## config.mk

```make
export PLATFORM = sky130hd
export DESIGN_NAME = multicycle_ctrl
export DESIGN_NICKNAME = d
export VERILOG_FILES = /design/src/rtl/multicycle_ctrl_pkg.sv /design/src/rtl/multicycle_ctrl_decode.sv /design/src/rtl/multicycle_ctrl.sv
export SDC_FILE = /design/constraint.sdc
export NUM_CORES = 1
export LEC_CHECK = 0
export ABC_AREA = 1
export CAP_MARGIN = 30
export CORE_MARGIN = 3
export CORE_UTILIZATION = 54
export CTS_CLUSTER_DIAMETER = 30
export DETAILED_ROUTE_END_ITERATION = 10
export DONT_BUFFER_PORTS = 1
export GPL_TIMING_DRIVEN = 0
export PLACE_DENSITY = 0.69
export SYNTH_ARGS = -nofsm -noshare
export SYNTH_HDL_FRONTEND = slang
export SYNTH_SLANG_ARGS = --single-unit
export TNS_END_PERCENT = 10
```

## constraint.sdc

```tcl
create_clock -name clk -period 5.1 [get_ports clk]
set_input_delay 1.53 -clock clk [delete_from_list [all_inputs] [get_ports clk]]
set_output_delay 1.53 -clock clk [all_outputs]
set_load 0.02 [all_outputs]
```

## src/rtl/multicycle_ctrl_pkg.sv

```systemverilog
// Shared encodings for the multicycle MIPS controller: states, opcodes and datapath mux codes.
// The EXC state only exists when MULTICYCLE_CTRL_EXC_EN is defined.
package multicycle_ctrl_pkg;

    localparam int STATE_BITS = 4;

    typedef enum logic [STATE_BITS-1:0] {
        S_FETCH     = 4'd0,
        S_DECODE    = 4'd1,
        S_MEM_ADDR  = 4'd2,
        S_MEM_READ  = 4'd3,
        S_MEM_WB    = 4'd4,
        S_MEM_WRITE = 4'd5,
        S_R_EXEC    = 4'd6,
        S_R_WB      = 4'd7,
        S_BRANCH    = 4'd8,
        S_JUMP      = 4'd9,
        S_ADDI_EXEC = 4'd10,
        S_ADDI_WB   = 4'd11
`ifdef MULTICYCLE_CTRL_EXC_EN
        ,
        S_EXC       = 4'd12
`endif
    } state_t;

    localparam logic [5:0] OP_R    = 6'h00;
    localparam logic [5:0] OP_LW   = 6'h23;
    localparam logic [5:0] OP_SW   = 6'h2B;
    localparam logic [5:0] OP_BEQ  = 6'h04;
    localparam logic [5:0] OP_J    = 6'h02;
    localparam logic [5:0] OP_ADDI = 6'h08;

    localparam logic [1:0] ALU_ADD   = 2'b00;
    localparam logic [1:0] ALU_SUB   = 2'b01;
    localparam logic [1:0] ALU_FUNCT = 2'b10;

    localparam logic [1:0] SRCB_B      = 2'b00;
    localparam logic [1:0] SRCB_FOUR   = 2'b01;
    localparam logic [1:0] SRCB_IMM    = 2'b10;
    localparam logic [1:0] SRCB_IMM_SH = 2'b11;

    localparam logic [1:0] PCSRC_ALU    = 2'b00;
    localparam logic [1:0] PCSRC_ALUOUT = 2'b01;
    localparam logic [1:0] PCSRC_JUMP   = 2'b10;
    localparam logic [1:0] PCSRC_EXC    = 2'b11;

endpackage

```

## src/rtl/multicycle_ctrl_decode.sv

```systemverilog
// Moore strobe decoder: maps the current state (plus mem_ready in FETCH) to datapath controls.
// blank forces every strobe low; the top drives it from reset. Optional EXC decode under MULTICYCLE_CTRL_EXC_EN.
module multicycle_ctrl_decode
    import multicycle_ctrl_pkg::*;
(
    input  logic [STATE_BITS-1:0] cur_state,
    input  logic                  mem_ready,
    input  logic                  blank,
    output logic                  pc_write,
    output logic                  pc_write_cond,
    output logic                  i_or_d,
    output logic                  mem_read,
    output logic                  mem_write,
    output logic                  ir_write,
    output logic                  reg_dst,
    output logic                  mem_to_reg,
    output logic                  reg_write,
    output logic                  alu_src_a,
    output logic [1:0]            alu_src_b,
    output logic [1:0]            alu_op,
    output logic [1:0]            pc_source,
    output logic                  exc_valid
);

    always_comb begin
        pc_write      = 1'b0;
        pc_write_cond = 1'b0;
        i_or_d        = 1'b0;
        mem_read      = 1'b0;
        mem_write     = 1'b0;
        ir_write      = 1'b0;
        reg_dst       = 1'b0;
        mem_to_reg    = 1'b0;
        reg_write     = 1'b0;
        alu_src_a     = 1'b0;
        alu_src_b     = SRCB_B;
        alu_op        = ALU_ADD;
        pc_source     = PCSRC_ALU;
        exc_valid     = 1'b0;
        if (!blank) begin
            case (state_t'(cur_state))
                // IR load and PC+4 wait for the memory so the PC advances once per fetch
                S_FETCH: begin
                    mem_read  = 1'b1;
                    alu_src_b = SRCB_FOUR;
                    ir_write  = mem_ready;
                    pc_write  = mem_ready;
                end
                S_DECODE: begin
                    alu_src_b = SRCB_IMM_SH;
                end
                S_MEM_ADDR, S_ADDI_EXEC: begin
                    alu_src_a = 1'b1;
                    alu_src_b = SRCB_IMM;
                end
                S_MEM_READ: begin
                    mem_read = 1'b1;
                    i_or_d   = 1'b1;
                end
                S_MEM_WB: begin
                    mem_to_reg = 1'b1;
                    reg_write  = 1'b1;
                end
                S_MEM_WRITE: begin
                    mem_write = 1'b1;
                    i_or_d    = 1'b1;
                end
                S_R_EXEC: begin
                    alu_src_a = 1'b1;
                    alu_op    = ALU_FUNCT;
                end
                S_R_WB: begin
                    reg_dst   = 1'b1;
                    reg_write = 1'b1;
                end
                S_BRANCH: begin
                    alu_src_a     = 1'b1;
                    alu_op        = ALU_SUB;
                    pc_write_cond = 1'b1;
                    pc_source     = PCSRC_ALUOUT;
                end
                S_JUMP: begin
                    pc_write  = 1'b1;
                    pc_source = PCSRC_JUMP;
                end
                S_ADDI_WB: begin
                    reg_write = 1'b1;
                end
`ifdef MULTICYCLE_CTRL_EXC_EN
                S_EXC: begin
                    pc_write  = 1'b1;
                    pc_source = PCSRC_EXC;
                    exc_valid = 1'b1;
                end
`endif
                default: begin
                end
            endcase
        end
    end

endmodule

```

## src/rtl/multicycle_ctrl.sv

```systemverilog
// Multicycle MIPS main controller: state register, opcode dispatch and retired-instruction counter.
// Define MULTICYCLE_CTRL_EXC_EN to trap illegal opcodes through EXC; otherwise they act as 2-cycle NOPs.
module multicycle_ctrl
    import multicycle_ctrl_pkg::*;
#(
    parameter int STATE_W = 4,
    parameter int OP_W    = 6,
    parameter int CNT_W   = 32
) (
    input  logic               clk,
    input  logic               reset,
    input  logic [OP_W-1:0]    opcode,
    input  logic               zero,
    input  logic               mem_ready,
    output logic               pc_write,
    output logic               pc_write_cond,
    output logic               i_or_d,
    output logic               mem_read,
    output logic               mem_write,
    output logic               ir_write,
    output logic               reg_dst,
    output logic               mem_to_reg,
    output logic               reg_write,
    output logic               alu_src_a,
    output logic [1:0]         alu_src_b,
    output logic [1:0]         alu_op,
    output logic [1:0]         pc_source,
    output logic               exc_valid,
    output logic [STATE_W-1:0] state,
    output logic [CNT_W-1:0]   instr_retired
);

    state_t cur_state;
    state_t nxt_state;
    logic   retire;

    // zero is consumed by the PC-write gating outside this block, qualified by pc_write_cond
    logic unused_zero;
    assign unused_zero = zero;

    always_ff @(posedge clk or posedge reset) begin
        if (reset) begin
            cur_state <= S_FETCH;
        end else begin
            cur_state <= nxt_state;
        end
    end

    always_comb begin
        nxt_state = cur_state;
        case (cur_state)
            S_FETCH:     if (mem_ready) nxt_state = S_DECODE;
            S_DECODE: begin
                case (opcode)
                    OP_W'(OP_LW), OP_W'(OP_SW): nxt_state = S_MEM_ADDR;
                    OP_W'(OP_R):                nxt_state = S_R_EXEC;
                    OP_W'(OP_BEQ):              nxt_state = S_BRANCH;
                    OP_W'(OP_J):                nxt_state = S_JUMP;
                    OP_W'(OP_ADDI):             nxt_state = S_ADDI_EXEC;
`ifdef MULTICYCLE_CTRL_EXC_EN
                    default:                    nxt_state = S_EXC;
`else
                    default:                    nxt_state = S_FETCH;
`endif
                endcase
            end
            S_MEM_ADDR:  nxt_state = (opcode == OP_W'(OP_LW)) ? S_MEM_READ : S_MEM_WRITE;
            S_MEM_READ:  if (mem_ready) nxt_state = S_MEM_WB;
            S_MEM_WRITE: if (mem_ready) nxt_state = S_FETCH;
            S_R_EXEC:    nxt_state = S_R_WB;
            S_ADDI_EXEC: nxt_state = S_ADDI_WB;
            default:     nxt_state = S_FETCH;
        endcase
    end

    // Final cycle of every legal instruction; BEQ counts whether or not it is taken
    always_comb begin
        retire = 1'b0;
        case (cur_state)
            S_MEM_WB, S_R_WB, S_BRANCH, S_JUMP, S_ADDI_WB: retire = 1'b1;
            S_MEM_WRITE:                                  retire = mem_ready;
            default:                                      retire = 1'b0;
        endcase
    end

    always_ff @(posedge clk or posedge reset) begin
        if (reset) begin
            instr_retired <= '0;
        end else if (retire) begin
            instr_retired <= instr_retired + CNT_W'(1);
        end
    end

    assign state = STATE_W'(cur_state);

    multicycle_ctrl_decode u_decode (
        .cur_state     (cur_state),
        .mem_ready     (mem_ready),
        .blank         (reset),
        .pc_write      (pc_write),
        .pc_write_cond (pc_write_cond),
        .i_or_d        (i_or_d),
        .mem_read      (mem_read),
        .mem_write     (mem_write),
        .ir_write      (ir_write),
        .reg_dst       (reg_dst),
        .mem_to_reg    (mem_to_reg),
        .reg_write     (reg_write),
        .alu_src_a     (alu_src_a),
        .alu_src_b     (alu_src_b),
        .alu_op        (alu_op),
        .pc_source     (pc_source),
        .exc_valid     (exc_valid)
    );

endmodule

```

### Yosys cells after proc, flatten, opt, wreduce, memory -nomap -nowiden

Index checks and enable logic that the tools add are counted.

| word-level totals | value |
|---|---|
| register bits | 36 |
| latch bits | 0 |
| RAM bits | 0 |
| memory bits (read-only) | 0 |
| input port bits | 10 |
| output and inout port bits | 53 |
| word-level logic and storage cells | 65 |
| memories kept | 0 |

| cells by class | value |
|---|---|
| $add $sub $neg | 1 |
| $mul | 0 |
| divide/modulo/power cells | 0 |
| magnitude comparators | 0 |
| equal/unequal tests | 19 |
| shifts and indexed selects | 0 |
| multiplexer cells | 33 |
| bitwise gates (word level) | 0 |
| reductions and logical operators | 10 |

Operators by type and width:

| operator | number |
|---|---|
| $add A32 B1 Y32 const B | 1 |
| $pmux W4 S7 | 1 |
| $pmux W4 S5 | 1 |
| $mux W1 | 19 |
| $eq A4 B3 Y1 const B | 4 |
| $eq A4 B4 Y1 const B | 4 |
| $eq A6 B6 Y1 const B | 2 |
| $mux W4 | 3 |
| $eq A4 B2 Y1 const B | 2 |
| $pmux W2 S2 | 2 |
| $reduce_or A2 Y1 | 4 |
| $eq A6 B2 Y1 const B | 1 |
| $eq A6 B3 Y1 const B | 1 |
| $eq A6 B4 Y1 const B | 1 |
| $logic_not A6 Y1 | 1 |
| $mux W2 | 3 |
| $ne A2 B2 Y1 const B | 3 |
| $pmux W2 S3 | 1 |
| $reduce_or A5 Y1 | 1 |
| $eq A4 B1 Y1 const B | 1 |
| $logic_not A4 Y1 | 1 |
| $pmux W1 S2 | 2 |
| $reduce_or A4 Y1 | 1 |
| $mux W3 | 1 |
| other kinds (2) | 2 |

### Logic depth before layout (Yosys ltp)

Gate-level depths: netlist of the first run.

| depth | value |
|---|---|
| depth after elaboration | 4 |
| depth in mapped cells | 10 |
| mapped depth without buffers | 10 |

### Hierarchy

Synthesis of the first run repeated with hierarchy kept, for this count alone.

| unflattened totals | value |
|---|---|
| cell total of the unflattened synthesis | 455 |
| area total of the unflattened synthesis | 2800.2 um^2 |

Modules (own cells, without submodules):

| module | times used | cells each | area each (um^2) | seq. area each (um^2) |
|---|---|---|---|---|
| multicycle_ctrl | 1 | 406 | 2524.9 | 900.9 |
| multicycle_ctrl_decode | 1 | 49 | 275.3 | 0.0 |

### Worst setup path after synthesis of the first run

No wires, ideal clock.

| timing path | value |
|---|---|
| path type | input -> output |
| start | input reset |
| end | output pc_source[0] |
| data arrival time | 2.438 ns |
| required time | 3.570 ns |
| slack | 1.132 ns |
| stages | 4 |
| path through | clkbuf_1 > clkbuf_1 > nor2_1 > buf_4 |

| between the ends | value |
|---|---|
| word-level cells in the longest chain between the ends | 1 |

Ends and longest elaborated chain:

| element | RTL line | RTL |
|---|---|---|
| from (decl) | multicycle_ctrl.sv:11 | `input logic reset,` |
| $mux W2 | multicycle_ctrl_decode.sv:40 | `if (!blank) begin` |
| to (decl) | multicycle_ctrl.sv:27 | `output logic [1:0] pc_source,` |

Every way passes these cells.

### Worst setup path after layout of the first run

Ends and elaborated chain as after synthesis.

==> metrics.cfg, run 1 <==
[outcome]
status = complete, no violations

[drt]
via_count = 2363
drt_iter0_markers = 145
ant_nets = 0
via_per_inst = 5.35
detail_route.first_pass.iterations = 4
drcViolationCount = 0
post_drt_wl_per_cell_um = 13.9
wl_um = 6130

[synth]
synth_top_area_share_pct = 35.7
synthTopCellsByCount = 128 x nand2_1, 54 x nor2_1, 41 x inv_1
synthDistinctLibCells = 30
synth_ff_type = dfrtp_1
seq_area_frac_synth_pct = 35.7
syn_area_per_cell_um2 = 6.61
synth_edf_count = 0
syn_inst = 382
yosysWarnings = 0
synthArstFlopShare_pct = 100
yosys-top-cells-area = dfrtp_1 36%, nand2_1 19%, nor2_1 8.0%, nand3_1 6.5%, inv_1 6.1%
ys_ff_latch = 36
synth_area_leader_cell = dfrtp_1
syn_area_um2 = 2520
synth.most_common_cell = nand2_1
synthesis.nets = 393

[cts]
clk_latency_ns = 0.29
clk_pin_slew_ns = 0.08
clock_path_buffers = 2
clock-sinks = 36
post_cts_resize_count = 0
cts_buffers = 5
holdBufCountCts = 0
cts_htree_levels = 2
cts_root_buffer = clkbuf_8
post-cts-setup-buffers = 0
cts_tree = done

[floorplan]
start_util_pct = 56.8
die_h_um = 74.4
coreArea_um2 = 4440
fp.dieArea_um2 = 5530
io_pins = 63
rows = 24
fp.dieW_um = 74.4

[hold_path]
hp-class = register to register

[global_route]
grt_pass1_wl_um = 9870
grt_use_total_pct = 23.0
grt_start_max_net_pins = 37
antenna_found_initial = 0
grt_pass1_vias = 2086
overflow = 0

[layout]
drive_gt1_share_pct = 9.49
syn_to_final_growth_pct = 6.84
antennaDiodeCount = 0
fillers = 444
nets = 400

[sta]
min_period_ns = 4.07
setup_tns_ns = 0
rsz0062_at_grt = false
setup_viol = 0
finClkSkew_ns = 0.00996
fmax_mhz = 246
slew_violations = 0
maxSlewHeadroom_pct = 40.2
timing.final.crit_share_pct = 79.8
worstMarginPinSlew_ns = 0.888
hold_violations = 0

[setup_path]
cp_data_required_time_ns = 3.57
start_kind = primary input
end_kind = output port
path_class = primary input to output port
cp_data_arrival_time_ns = 2.54
cp_max_fo = 10

[placed_design]
gp_congestion = 0.878
hpwl_um = 4510
numPortBuffers = 0

[power]
switchingPower_mw = 0.299
ir_worst_vdd_v = 0.000151
p_seq_share_pct = 43.7
pwr-share-clk_pct = 31.3
power_mw = 0.810
p_int_mw = 0.511
p_per_area_nw_per_um2 = 301
swShare_pct = 36.9
power_frac_comb_pct = 25.0
leakage_nw = 1.19

[run]
drv_cap = 0

## routing by layer
layer | GRT usage, % | up-vias | part of all wire [%]
met2 | 37.1 | 77 | 48
li1 | - | 1217 | -
met1 | 30.8 | 1062 | 45
met4 | 7.11 | 0 | 1.1
met5 | 0 | - | 0
met3 | 5.27 | 7 | 6.4
## registers in the layout, summed over array words and instances (netlist names)
signal,count
state,4
instr_retired,32
## cell type report
type	instances	area, um2	share of cell area, %
buffer	11	95.1	3.53
clock buffer	6	72.6	2.69
clock inverter	2	35.0	1.30
inverter	46	173	6.40
multi-input combinational	289	1360	50.3
sequential	36	901	33.4
tap	52	65.1	2.41
## path summary, 6_finish.rpt
check                                  start                end  slack, ns  cells after the start
max in group asynchronous              reset   instr_retired[8]       2.88                      3
hold / removal             instr_retired[31]  instr_retired[31]       0.64                      2
setup reg to reg            instr_retired[0]  instr_retired[24]       3.21                      8
hold reg to reg            instr_retired[31]  instr_retired[31]       0.64                      2
setup / recovery                       reset       pc_source[0]       1.03                      4
min in group asynchronous              reset           state[1]       1.72                      3
## logic make-up after synthesis
group / share of synthesized area (%)
AOI/OAI and AO/OA: 4.21
xor gates and xnor gates: 2.43
other: 0.149
DFF: 35.7
and+or+nand+nor: 46.4
buffers and inverters: 10.6
adders and majority gates: 0.496
## power groups by stage
stage / Clock (mW) / Combinational, mW / Sequential (mW)
3_5_place_dp: 0 / 0.202 / 0.360
4_1_cts: 0.257 / 0.204 / 0.355
5_1_grt: 0.269 / 0.227 / 0.358
3_3_place_gp: 0 / 0.201 / 0.360
2_1_floorplan: 0 / 0.167 / 0.353
6_report: 0.254 / 0.202 / 0.354
## critical path, stage by stage
cell,delay [ns]
clkbuf_1,0.14
clkbuf_1,0.24
nor2_1,0.40
buf_4,0.22
## through the flow
step | setup slack, ns | instances | hold slack, ns | instance area, um2 | utilization, %
after floorplan | 1.13 | 382 | 0.593 | 2520 | -
after global routing | 0.875 | 442 | 0.689 | 2700 | 60.7
after CTS | 1.02 | 442 | 0.648 | 2700 | 60.7
final | 1.03 | 442 | 0.642 | 2700 | 60.7
after detailed placement | 1.02 | 434 | 0.627 | 2590 | 58.2
after global placement | 1.04 | 434 | 0.610 | 2590 | 58.2
## placed cells by master (no fill, tap or decap), drive strengths merged, types with 2 or more instances in the layout
master	n
xnor2	2
dfrtp	36
a21oi	6
nand4	17
clkbuf	8
nor4	2
nor3	4
nor2	61
o21ai	11
xor2	5
nand3	33
nand3b	5
nand2	136
inv	46
buf	9
(Power assumes the default switching activity.)
==> inputs of run 2 (changes only) <==
==> constraint.sdc (replaced) <==
create_clock -name clk -period 3.8 [get_ports clk]
set_input_delay 1.14 -clock clk [delete_from_list [all_inputs] [get_ports clk]]
set_output_delay 1.14 -clock clk [all_outputs]
set_load 0.02 [all_outputs]
==> results of run 2 <==
The final DEF is identical to that of run 1. Status: complete, no violations.
Main changes from that run: setup slack after placement 1.02 ns -> 0.501 ns; setup slack after layout 1.03 ns -> 0.510 ns; register-to-register setup slack 3.21 ns -> 1.91 ns; total power 0.810 mW -> 1.09 mW; worst IR drop on VDD 0.000151 V -> 0.000203 V
==> inputs of run 3 (changes only) <==
--- a/config.mk
+++ b/config.mk
@@ -7,12 +7,11 @@
 export LEC_CHECK = 0
 export ABC_AREA = 1
 export CAP_MARGIN = 30
-export CORE_MARGIN = 3
+export CORE_MARGIN = 8
 export CORE_UTILIZATION = 54
 export CTS_CLUSTER_DIAMETER = 30
 export DETAILED_ROUTE_END_ITERATION = 10
 export DONT_BUFFER_PORTS = 1
-export GPL_TIMING_DRIVEN = 0
 export PLACE_DENSITY = 0.69
 export SYNTH_ARGS = -nofsm -noshare
 export SYNTH_HDL_FRONTEND = slang
==> metrics.cfg, run 3 (synthesized netlist as in run 1, its figures left out) <==
[layout]
antennaDiodeCount = 0
mostFrequentLayoutCells = 128 x nand2_1, 54 x nor2_1, 41 x inv_1
largest_register_ffs = 32
syn_to_final_growth_pct = 3.62
fillers = 464
final_core_util_pct = 56.5
drive_gt1_share_pct = 7.87
final_common_cell = nand2_1
nets = 392
max_flop_register = instr_retired

[sta]
slew_violations = 0
hold_violations = 0
maxSlewHeadroom_pct = 51.4
rsz0062_at_grt = false
setup_tns_ns = 0
fmax_mhz = 323
setup_viol = 0
min_period_ns = 3.09
timing.final.crit_share_pct = 81.4
finClkSkew_ns = 0.00343
fin_ws_ns = 0.706
worstMarginPinSlew_ns = 0.725

[global_route]
grt_use_total_pct = 17.7
overflow = 0
antenna_found_initial = 0
grt_pass1_vias = 2154
grt_pass1_wl_um = 10300
grt_start_max_net_pins = 62

[setup_path]
r2r_cells = 8
cp_data_required_time_ns = 2.66
ff2ff_setup_slack_ns = 1.88
reg2reg_from = instr_retired[0]
end_kind = output port
crit_start = state[3]
start_kind = register
cp_data_arrival_time_ns = 1.95
path_class = register to output port
r2r-end = instr_retired[28]
cp_max_fo = 4
crit_end = reg_write

[cts]
holdBufCountCts = 0
post_cts_resize_count = 0
clock_path_buffers = 2
clk_pin_slew_ns = 0.07
clock-sinks = 36
clk_latency_ns = 0.29
cts_buffers = 5
cts_root_buffer = clkbuf_8
post-cts-setup-buffers = 0
cts_htree_levels = 2
cts_tree = done

[drt]
ant_nets = 0
post_drt_wl_per_cell_um = 13.8
via_count = 2317
drcViolationCount = 0
via_per_inst = 5.33
drt_iter0_markers = 115
wl_um = 6020
detail_route.first_pass.iterations = 4

[floorplan]
die_h_um = 84.4
fp.dieW_um = 84.4
fp.dieArea_um2 = 7120
start_util_pct = 54.5
io_pins = 63
rows = 25
coreArea_um2 = 4630

[placed_design]
gp_congestion = 0.838
numPortBuffers = 0
post-place-ws_ns = 0.891
hpwl_um = 4540

[power]
ir_worst_vdd_v = 0.000337
leakage_nw = 1.14
p_per_area_nw_per_um2 = 385
power_mw = 1.01

[hold_path]
hp-class = register to register

[outcome]
status = complete, no violations

[run]
drv_cap = 0

==> run 3: worst min-delay path by stage <==
stage	depth (start not counted)	from	slack, ns	endpoint
final	2	instr_retired[31]	0.64	instr_retired[31]
after global placement	2	instr_retired[31]	0.61	instr_retired[31]
after floorplan	2	instr_retired[31]	0.59	instr_retired[31]
after detailed placement	2	instr_retired[31]	0.63	instr_retired[31]
after CTS	2	instr_retired[31]	0.65	instr_retired[31]
after global routing	2	instr_retired[31]	0.70	instr_retired[31]
==> run 3: area by class of cell <==
type                    count  area, um2  share of cell area [%]
well taps                  54       67.6                    2.58
repair buffers              3       22.5                   0.861
flip-flops and latches     36        901                    34.4
clock buffers               7       96.3                    3.68
inverters                  46        173                    6.60
multi-input cells         289       1360                    51.8
==> run 3: where the power goes <==
| part | switching [mW] | internal (mW) | total (mW) | leakage [nW] |
|---|---|---|---|---|
| clock | 0.136 | 0.162 | 0.298 | 0.0503 |
| combinational | 0.158 | 0.0593 | 0.217 | 0.603 |
| sequential | 0.0848 | 0.407 | 0.492 | 0.490 |
==> run 3: per-stage QoR <==
stage | area (um2) | cells | hold WS [ns]
floorplan | 2520 | 382 | 0.593
global placement | 2520 | 428 | 0.615
detailed placement | 2520 | 428 | 0.631
CTS | 2620 | 435 | 0.649
global route | 2620 | 435 | 0.699
finish | 2620 | 435 | 0.635
==> run 3: critical path, cell delays in order, from the launching register on <==
cell and delay (ns):
dfrtp_1 0.51, inv_2 0.08, nor2_1 0.28, inv_2 0.06
nand2_2 0.09, nand2_4 0.07, a211oi_1 0.59
==> run 3: metal layers <==
metal  share of wire, %  routed length, um  GRT usage, %
met5                  0                  0             0
met4                1.4                 86          5.34
met3                9.1                548          7.02
met2                 47               2800          28.9
met1                 43               2580          20.7
